### src/rtl/regs_apb_master.sv
`default_nettype none
// ============================================================================
//  Module   : regs_apb_master
//  Purpose  : Converts a single-beat register command (valid/ready) into one
//             APB transfer and returns the result on a response channel.
//             Misaligned commands (addr[1:0] != 0) are rejected without any
//             bus activity.
//  Ports    : clk, rst_n              - clock, async active-low reset
//             cmd_*                   - command channel (valid/ready + payload)
//             rsp_*                   - response channel (valid/ready + payload)
//             psel..pstrb             - APB requester outputs
//             prdata, pready, pslverr - APB completer inputs
//  Options  : REGS_APB_TIMEOUT_EN     - when defined, an ACCESS phase that sees
//                                       pready low for TIMEOUT_CYCLES cycles is
//                                       aborted with rsp_err=1, rsp_timeout=1.
//  Revision : 1.0 - initial release
// ============================================================================
module regs_apb_master #(
  parameter int ADDR_WIDTH     = 16,
  parameter int DATA_WIDTH     = 32,
  parameter int TIMEOUT_CYCLES = 255
) (
  input  logic                    clk,
  input  logic                    rst_n,
  input  logic                    cmd_valid,
  output logic                    cmd_ready,
  input  logic                    cmd_write,
  input  logic [ADDR_WIDTH-1:0]   cmd_addr,
  input  logic [DATA_WIDTH-1:0]   cmd_wdata,
  input  logic [DATA_WIDTH/8-1:0] cmd_strb,
  output logic                    rsp_valid,
  input  logic                    rsp_ready,
  output logic [DATA_WIDTH-1:0]   rsp_rdata,
  output logic                    rsp_err,
  output logic                    rsp_timeout,
  output logic                    psel,
  output logic                    penable,
  output logic                    pwrite,
  output logic [ADDR_WIDTH-1:0]   paddr,
  output logic [DATA_WIDTH-1:0]   pwdata,
  output logic [DATA_WIDTH/8-1:0] pstrb,
  input  logic [DATA_WIDTH-1:0]   prdata,
  input  logic                    pready,
  input  logic                    pslverr
);

  localparam int STRB_WIDTH = DATA_WIDTH / 8;

  typedef enum logic [1:0] {
    ST_IDLE   = 2'd0,
    ST_SETUP  = 2'd1,
    ST_ACCESS = 2'd2,
    ST_RESP   = 2'd3
  } state_t;

  state_t                  state_q,     state_d;
  logic                    psel_q,      psel_d;
  logic                    penable_q,   penable_d;
  logic                    pwrite_q,    pwrite_d;
  logic [ADDR_WIDTH-1:0]   paddr_q,     paddr_d;
  logic [DATA_WIDTH-1:0]   pwdata_q,    pwdata_d;
  logic [STRB_WIDTH-1:0]   pstrb_q,     pstrb_d;
  logic                    rsp_valid_q, rsp_valid_d;
  logic [DATA_WIDTH-1:0]   rsp_rdata_q, rsp_rdata_d;
  logic                    rsp_err_q,   rsp_err_d;
  logic                    timeout_hit;
  logic                    rsp_to_d;

`ifdef REGS_APB_TIMEOUT_EN
  localparam logic [15:0] TMO_LAST = 16'(TIMEOUT_CYCLES - 1);

  logic [15:0] tmo_cnt_q, tmo_cnt_d;
  logic        rsp_to_q;

  // Fires on the TIMEOUT_CYCLES-th consecutive ACCESS cycle without pready.
  assign timeout_hit = (state_q == ST_ACCESS) && !pready && (tmo_cnt_q == TMO_LAST);

  always_comb begin
    tmo_cnt_d = tmo_cnt_q;
    if (state_q == ST_SETUP) begin
      tmo_cnt_d = '0;
    end else if ((state_q == ST_ACCESS) && !pready) begin
      tmo_cnt_d = tmo_cnt_q + 16'd1;
    end
  end

  always_ff @(posedge clk or negedge rst_n) begin
    if (!rst_n) begin
      tmo_cnt_q <= '0;
      rsp_to_q  <= 1'b0;
    end else begin
      tmo_cnt_q <= tmo_cnt_d;
      rsp_to_q  <= rsp_to_d;
    end
  end

  assign rsp_timeout = rsp_to_q;
`else
  assign timeout_hit = 1'b0;
  assign rsp_timeout = 1'b0;
`endif

  always_comb begin
    state_d     = state_q;
    psel_d      = psel_q;
    penable_d   = penable_q;
    pwrite_d    = pwrite_q;
    paddr_d     = paddr_q;
    pwdata_d    = pwdata_q;
    pstrb_d     = pstrb_q;
    rsp_valid_d = rsp_valid_q;
    rsp_rdata_d = rsp_rdata_q;
    rsp_err_d   = rsp_err_q;
`ifdef REGS_APB_TIMEOUT_EN
    rsp_to_d    = rsp_to_q;
`else
    rsp_to_d    = 1'b0;
`endif
    case (state_q)
      ST_IDLE: begin
        if (cmd_valid) begin
          pwrite_d = cmd_write;
          paddr_d  = cmd_addr;
          pwdata_d = cmd_wdata;
          pstrb_d  = cmd_write ? cmd_strb : '0;
          if (cmd_addr[1:0] == 2'b00) begin
            state_d   = ST_SETUP;
            psel_d    = 1'b1;
            penable_d = 1'b0;
          end else begin
            // Misaligned: answer immediately, bus stays quiet.
            state_d     = ST_RESP;
            rsp_valid_d = 1'b1;
            rsp_rdata_d = '0;
            rsp_err_d   = 1'b1;
            rsp_to_d    = 1'b0;
          end
        end
      end
      ST_SETUP: begin
        state_d   = ST_ACCESS;
        penable_d = 1'b1;
      end
      ST_ACCESS: begin
        // pready is checked first so a completion wins over a timeout.
        if (pready) begin
          state_d     = ST_RESP;
          psel_d      = 1'b0;
          penable_d   = 1'b0;
          rsp_valid_d = 1'b1;
          rsp_rdata_d = pwrite_q ? '0 : prdata;
          rsp_err_d   = pslverr;
          rsp_to_d    = 1'b0;
        end else if (timeout_hit) begin
          state_d     = ST_RESP;
          psel_d      = 1'b0;
          penable_d   = 1'b0;
          rsp_valid_d = 1'b1;
          rsp_rdata_d = '0;
          rsp_err_d   = 1'b1;
          rsp_to_d    = 1'b1;
        end
      end
      ST_RESP: begin
        if (rsp_ready) begin
          state_d     = ST_IDLE;
          rsp_valid_d = 1'b0;
        end
      end
      default: state_d = ST_IDLE;
    endcase
  end

  always_ff @(posedge clk or negedge rst_n) begin
    if (!rst_n) begin
      state_q     <= ST_IDLE;
      psel_q      <= 1'b0;
      penable_q   <= 1'b0;
      pwrite_q    <= 1'b0;
      paddr_q     <= '0;
      pwdata_q    <= '0;
      pstrb_q     <= '0;
      rsp_valid_q <= 1'b0;
      rsp_rdata_q <= '0;
      rsp_err_q   <= 1'b0;
    end else begin
      state_q     <= state_d;
      psel_q      <= psel_d;
      penable_q   <= penable_d;
      pwrite_q    <= pwrite_d;
      paddr_q     <= paddr_d;
      pwdata_q    <= pwdata_d;
      pstrb_q     <= pstrb_d;
      rsp_valid_q <= rsp_valid_d;
      rsp_rdata_q <= rsp_rdata_d;
      rsp_err_q   <= rsp_err_d;
    end
  end

  // Gated by rst_n so it is low during reset yet high in the very first
  // cycle after release, without waiting for a clock edge.
  assign cmd_ready = rst_n && (state_q == ST_IDLE);
  assign psel      = psel_q;
  assign penable   = penable_q;
  assign pwrite    = pwrite_q;
  assign paddr     = paddr_q;
  assign pwdata    = pwdata_q;
  assign pstrb     = pstrb_q;
  assign rsp_valid = rsp_valid_q;
  assign rsp_rdata = rsp_rdata_q;
  assign rsp_err   = rsp_err_q;

endmodule
`default_nettype wire

### config.mk
export PLATFORM = sky130hd
export DESIGN_NAME = regs_apb_master
export DESIGN_NICKNAME = d
export VERILOG_FILES = /design/src/rtl/regs_apb_master.sv
export SDC_FILE = /design/constraint.sdc
export NUM_CORES = 1
export LEC_CHECK = 0
export BUFFER_PORTS_ARGS = -buffer_cell sky130_fd_sc_hd__buf_2
export CAP_MARGIN = 0
export CORE_MARGIN = 1
export CORE_UTILIZATION = 49
export CTS_CLUSTER_SIZE = 40
export DETAILED_ROUTE_END_ITERATION = 7
export PLACE_DENSITY = 0.87
export SYNTH_ARGS = -nofsm -noshare
export SYNTH_HDL_FRONTEND = slang
export SYNTH_SLANG_ARGS = --single-unit
### constraint.sdc
create_clock -name clk -period 3.9 [get_ports clk]
set_clock_uncertainty 0.1 [all_clocks]
set_input_delay 0.78 -clock clk [delete_from_list [all_inputs] [get_ports clk]]
set_output_delay 0.78 -clock clk [all_outputs]
set_load 0.01 [all_outputs]
# Yosys cells after proc, flatten, opt, wreduce, memory -nomap -nowiden
# Index checks and enable logic that the tools add are counted.
# op_classes
eq_ne,8
n_reduce_logical,12
n_mux,25
# ops
operator,count
2-to-1 mux 32 bit,4
case mux 32 bit (2 select lines),1
AND reduction 4 bit,3
2-to-1 mux 1 bit,10
!= test 2 bit (second input constant),5
2-to-1 mux 2 bit,4
case mux 2 bit (4 select lines),1
case mux 1 bit (3 select lines),2
nonzero test 3 bit,2
AND reduction 5 bit,1
== test 2 bit (second input constant),2
logical NOT 2 bit,2
2-to-1 mux 4 bit,1
case mux 1 bit (2 select lines),2
AND reduction 3 bit,1
== test 2 x 1 -> 1 bit (second input constant),1
AND reduction 2 bit,1
nonzero test 2 bit,1
logical AND 1 bit,1
# word_totals
reg_bits,91
wordCells,55
output_inout_bits,91

# Longest topological paths before layout
# logic_depth
ltp_word,4
ltp_mapped,8
mapped_depth_nobuf,6

# Least setup slack after synthesis
# No wires, ideal clock.
# synth_path
kind,input to register
start,input cmd_addr[1]
end,"register penable_q, in the netlist penable"
stages,4
arrival_time_ns,1.769
slack_ns,1.906
path_cell_list,or3b_1 > a21oi_2 > and2b_1 > mux2_2
# synth_between
elab_chain_cells,3
# synth_rtl
element,line_no,text
start: declaration,28,"input logic [ADDR_WIDTH-1:0] cmd_addr,"
logical NOT 2 bit,126,if (cmd_addr[1:0] == 2'b00) begin
!= test 2 bit (no line),-,
AND reduction 4 bit (no line),-,
end signal: assignment,189,penable_q <= penable_d;
end: declaration,58,"logic penable_q, penable_d;"
# No other way between the ends.
# A chain may end at the register's enable or synchronous reset.

# Worst setup path after layout
# layout_path
start,register state_q[1]
end,"register pwdata_q[16], in the netlist pwdata[16]"
# layout_between
elab_chain_cells,2
# layout_rtl
element,line_no,text
start: declaration,56,"state_t state_q, state_d;"
start signal: assignment,187,state_q <= state_d;
logical NOT 2 bit,119,case (state_q)
AND reduction 2 bit (no line),-,
end signal: assignment,192,pwdata_q <= pwdata_d;
end: declaration,61,"logic [DATA_WIDTH-1:0] pwdata_q, pwdata_d;"
# No other way between the ends.

==> results.txt <==
Sequential share of power: 41.6%
Crit-path max FO: 57
Top cell type's share of synthesized area: 61.93%
Critical path launch point type: flip-flop
First-pass GRT wire length: 11.94 mm
Starting Density: 50.70%
Area of the multi-input gates: 1256 um^2
Final Max Slew Viols: 0
Antenna viol nets, final: 0
DRC viols: 0
Power Internal: 2.438 mW
Setup slack, reg-to-reg: 1.43 ns
Post-CTS sizing: 0
H-Tree Depth: 3
R2r worst-path depth: 4
Worst setup EP type: flip-flop
Std cell rows: 31
Met1 usage in global routing: 23.49%
Final #Nets: 576
Setup TNS Final: 0 ns
Unique cell type count in the Yosys netlist: 24
GP Congestion: 0.7864
Power density over the cells: 808.7 nW/um^2
Combinational fraction of design power: 41.9%
Fill cells: 591
Vias in the first global route: 2,719
Layout area overhead: 30.35%
Core Region: 7253 um^2
Worst slew margin: 19.14%
Number of clock sinks: 91
CTS Buf Count: 9
Cell Area, Synth: 3677 um^2
Worst IR drop on VDD: 0.3701 mV
1st-pass router iterations: 4
Mapped Cells: 304
Tmin final: 2.466 ns
R2r endpoint: pwdata[16]
Avg Vias per Cell: 4.818
Root Driver: clkbuf_8
RSZ-0062 raised after global routing: no
Post-synth top area cell: dfrtp_1
Worst-path clk slew: 0.10 ns
Status: finished clean
P_leak: 2.492 nW
Largest net degree at the start of global routing: 67
Tcrit/Tclk final: 63.22%
Post-DP HPWL: 5.717 mm
CTS Buffer Depth: 2
CTS tree: built
# setup viols final: 0
Finished Cell Area: 4793 um^2
Placed cells: 567
Setup Crit Path Kind: reg -> reg
Register bit total from synthesis: 91
GRT overflow: 0
Commonest non-fill, non-tap cell in the layout: buf_2
Die area: 7855 um^2
Routed WL: 7.735 mm
Skew-Pair Late Insertion Delay: 0.34 ns
Share of layout cells above drive strength 1: 52.07%
Layout Cells excl Fill: 583
Max-cap violations: 0
GRT met2 Usage: 34.41%
Most frequent cells in the layout: buf_2 (179), dfrtp_1 (91), nand2_1 (75)
IO Port Bufs: 180
Ports: 182
Post-layout power: 3.876 mW
Post-CTS Repair Setup Buffers: 0
Sw Ratio: 37.09%
Most used routing layer: met2
Chip height: 88.63 um
Critical Path RT: 4.02 ns
Hold Crit Class: in -> async
Clock share of power: 16.4%
Slew at the pin closest to its max-slew limit: 1.209 ns
Top post-synthesis cells by area: dfrtp_1 (62%), mux2_2 (15%), nand2_1 (7.8%), o21ai_0 (4.5%), buf_6 (2.1%)
Max frequency: 405.6 MHz
Antenna violations before repair: 0
Warnings from Yosys: 0
Worst r2r src: state_q[1]
Diodes inserted: 0
Gr usage total: 19.82%
Sw power: 1.438 mW
Seq. cell area: 2277 um^2
Met3 Use GR: 4.944%
Net count after synthesis: 401
Cell area after placement: 4594 um^2
Final Hold Fails: 0
Post-Syn Area per Cell: 12.10 um^2
Worst path arrival time: 2.59 ns
Sequential share of the synthesized area: 61.93%
Die span in x: 88.63 um
Per-cell routed wire length: 13.27 um
DRT iter0 DRCs: 90
Via count: 2,809
Hold_buf cts: 0
==> area by class of cell <==
| cell class | count | area share [%] |
|---|---|---|
| Inverter | 5 | 0.3915 |
| Clock inverter | 7 | 1.566 |
| Sequential cell | 91 | 47.51 |
| Tap cell | 99 | 2.584 |
| Timing Repair Buffer | 182 | 19.16 |
| Multi-Input combinational cell | 190 | 26.21 |
| Clock buffer | 9 | 2.584 |
==> per-stage QoR <==
step                worst slack (ns)  util (%)  hold slack [ns]
CTS                            1.394     66.09           0.2817
global route                   1.236     66.09           0.2982
finish                         1.434     66.09           0.2814
global placement               1.494     63.34           0.3590
floorplan                      1.906         -           0.3844
detailed placement             1.410     63.34           0.3647
==> cells by family (layout without fill, tap and decap cells) <==
kind of cell | after synthesis | after routing | synth area share (%)
multiplexers | 51 | 51 | 15.58
AND/OR/NAND/NOR | 84 | 84 | 9.187
adder cells (fa/ha/maj) | 6 | 6 | 2.041
buffers and inverters | 23 | 203 | 4.049
flip-flops | 91 | 91 | 61.93
other | 1 | 1 | 0.1020
AO/OA/AOI/OAI | 48 | 48 | 7.111
==> worst max-delay path, stage by stage (launching register included) <==
cell and delay, ns:
dfrtp_1 0.42, inv_1 0.14, ha_1 0.37, nand2_2 0.72, mux2_2 0.56
==> power by group through the flow <==
stage / clock, mW / sequential, mW / combinational (mW)
floorplan: 0 / 1.83 / 0.838
global route: 0.685 / 1.67 / 1.81
global placement: 0 / 1.61 / 1.58
finish: 0.638 / 1.61 / 1.62
detailed placement: 0 / 1.63 / 1.65
CTS: 0.654 / 1.62 / 1.65
==> cell usage after synthesis <==
cell type	instances
and2b_1	2
buf_4	1
a21o_1	1
or3b_1	1
buf_6	7
and2_1	1
mux2i_1	1
o21ai_1	7
nand2b_1	1
buf_2	5
o211ai_1	2
nor2_1	1
dfrtp_1	91
a21oi_1	3
conb_1	1
o21ai_0	33
nor2b_1	2
ha_1	6
a221oi_2	1
a21oi_2	1
clkbuf_1	5
mux2_2	50
inv_1	5
nand2_1	76
==> how the worst max path moves through the flow <==
| stage | depth (start not counted) | slack, ns | end | start |
|---|---|---|---|---|
| final | 4 | 1.43 | pwdata[16] | state_q[1] |
| after detailed placement | 3 | 1.41 | pwdata[3] | cmd_valid |
| after CTS | 4 | 1.39 | pwdata[3] | state_q[0] |
| after floorplan | 4 | 1.91 | penable | cmd_addr[1] |
| after global placement | 3 | 1.49 | paddr[10] | cmd_valid |
| after global routing | 4 | 1.24 | pwdata[3] | state_q[0] |
==> routing by layer <==
metal  vias up  share of wire, %
met1      1315                42
li1       1360                 -
met2       120                49
met4         0               1.8
met3        14               7.3
met5         -                 0
==> state kept, by name, summed over array words and instances, names as in the netlist <==
| name | flops |
|---|---|
| pwdata | 32 |
| rsp_rdata | 32 |
| paddr | 16 |
| pstrb | 4 |
| state_q | 2 |
| penable | 1 |
| psel | 1 |
| pwrite | 1 |
| rsp_err | 1 |
| rsp_valid | 1 |
(Power assumes the default switching activity.)
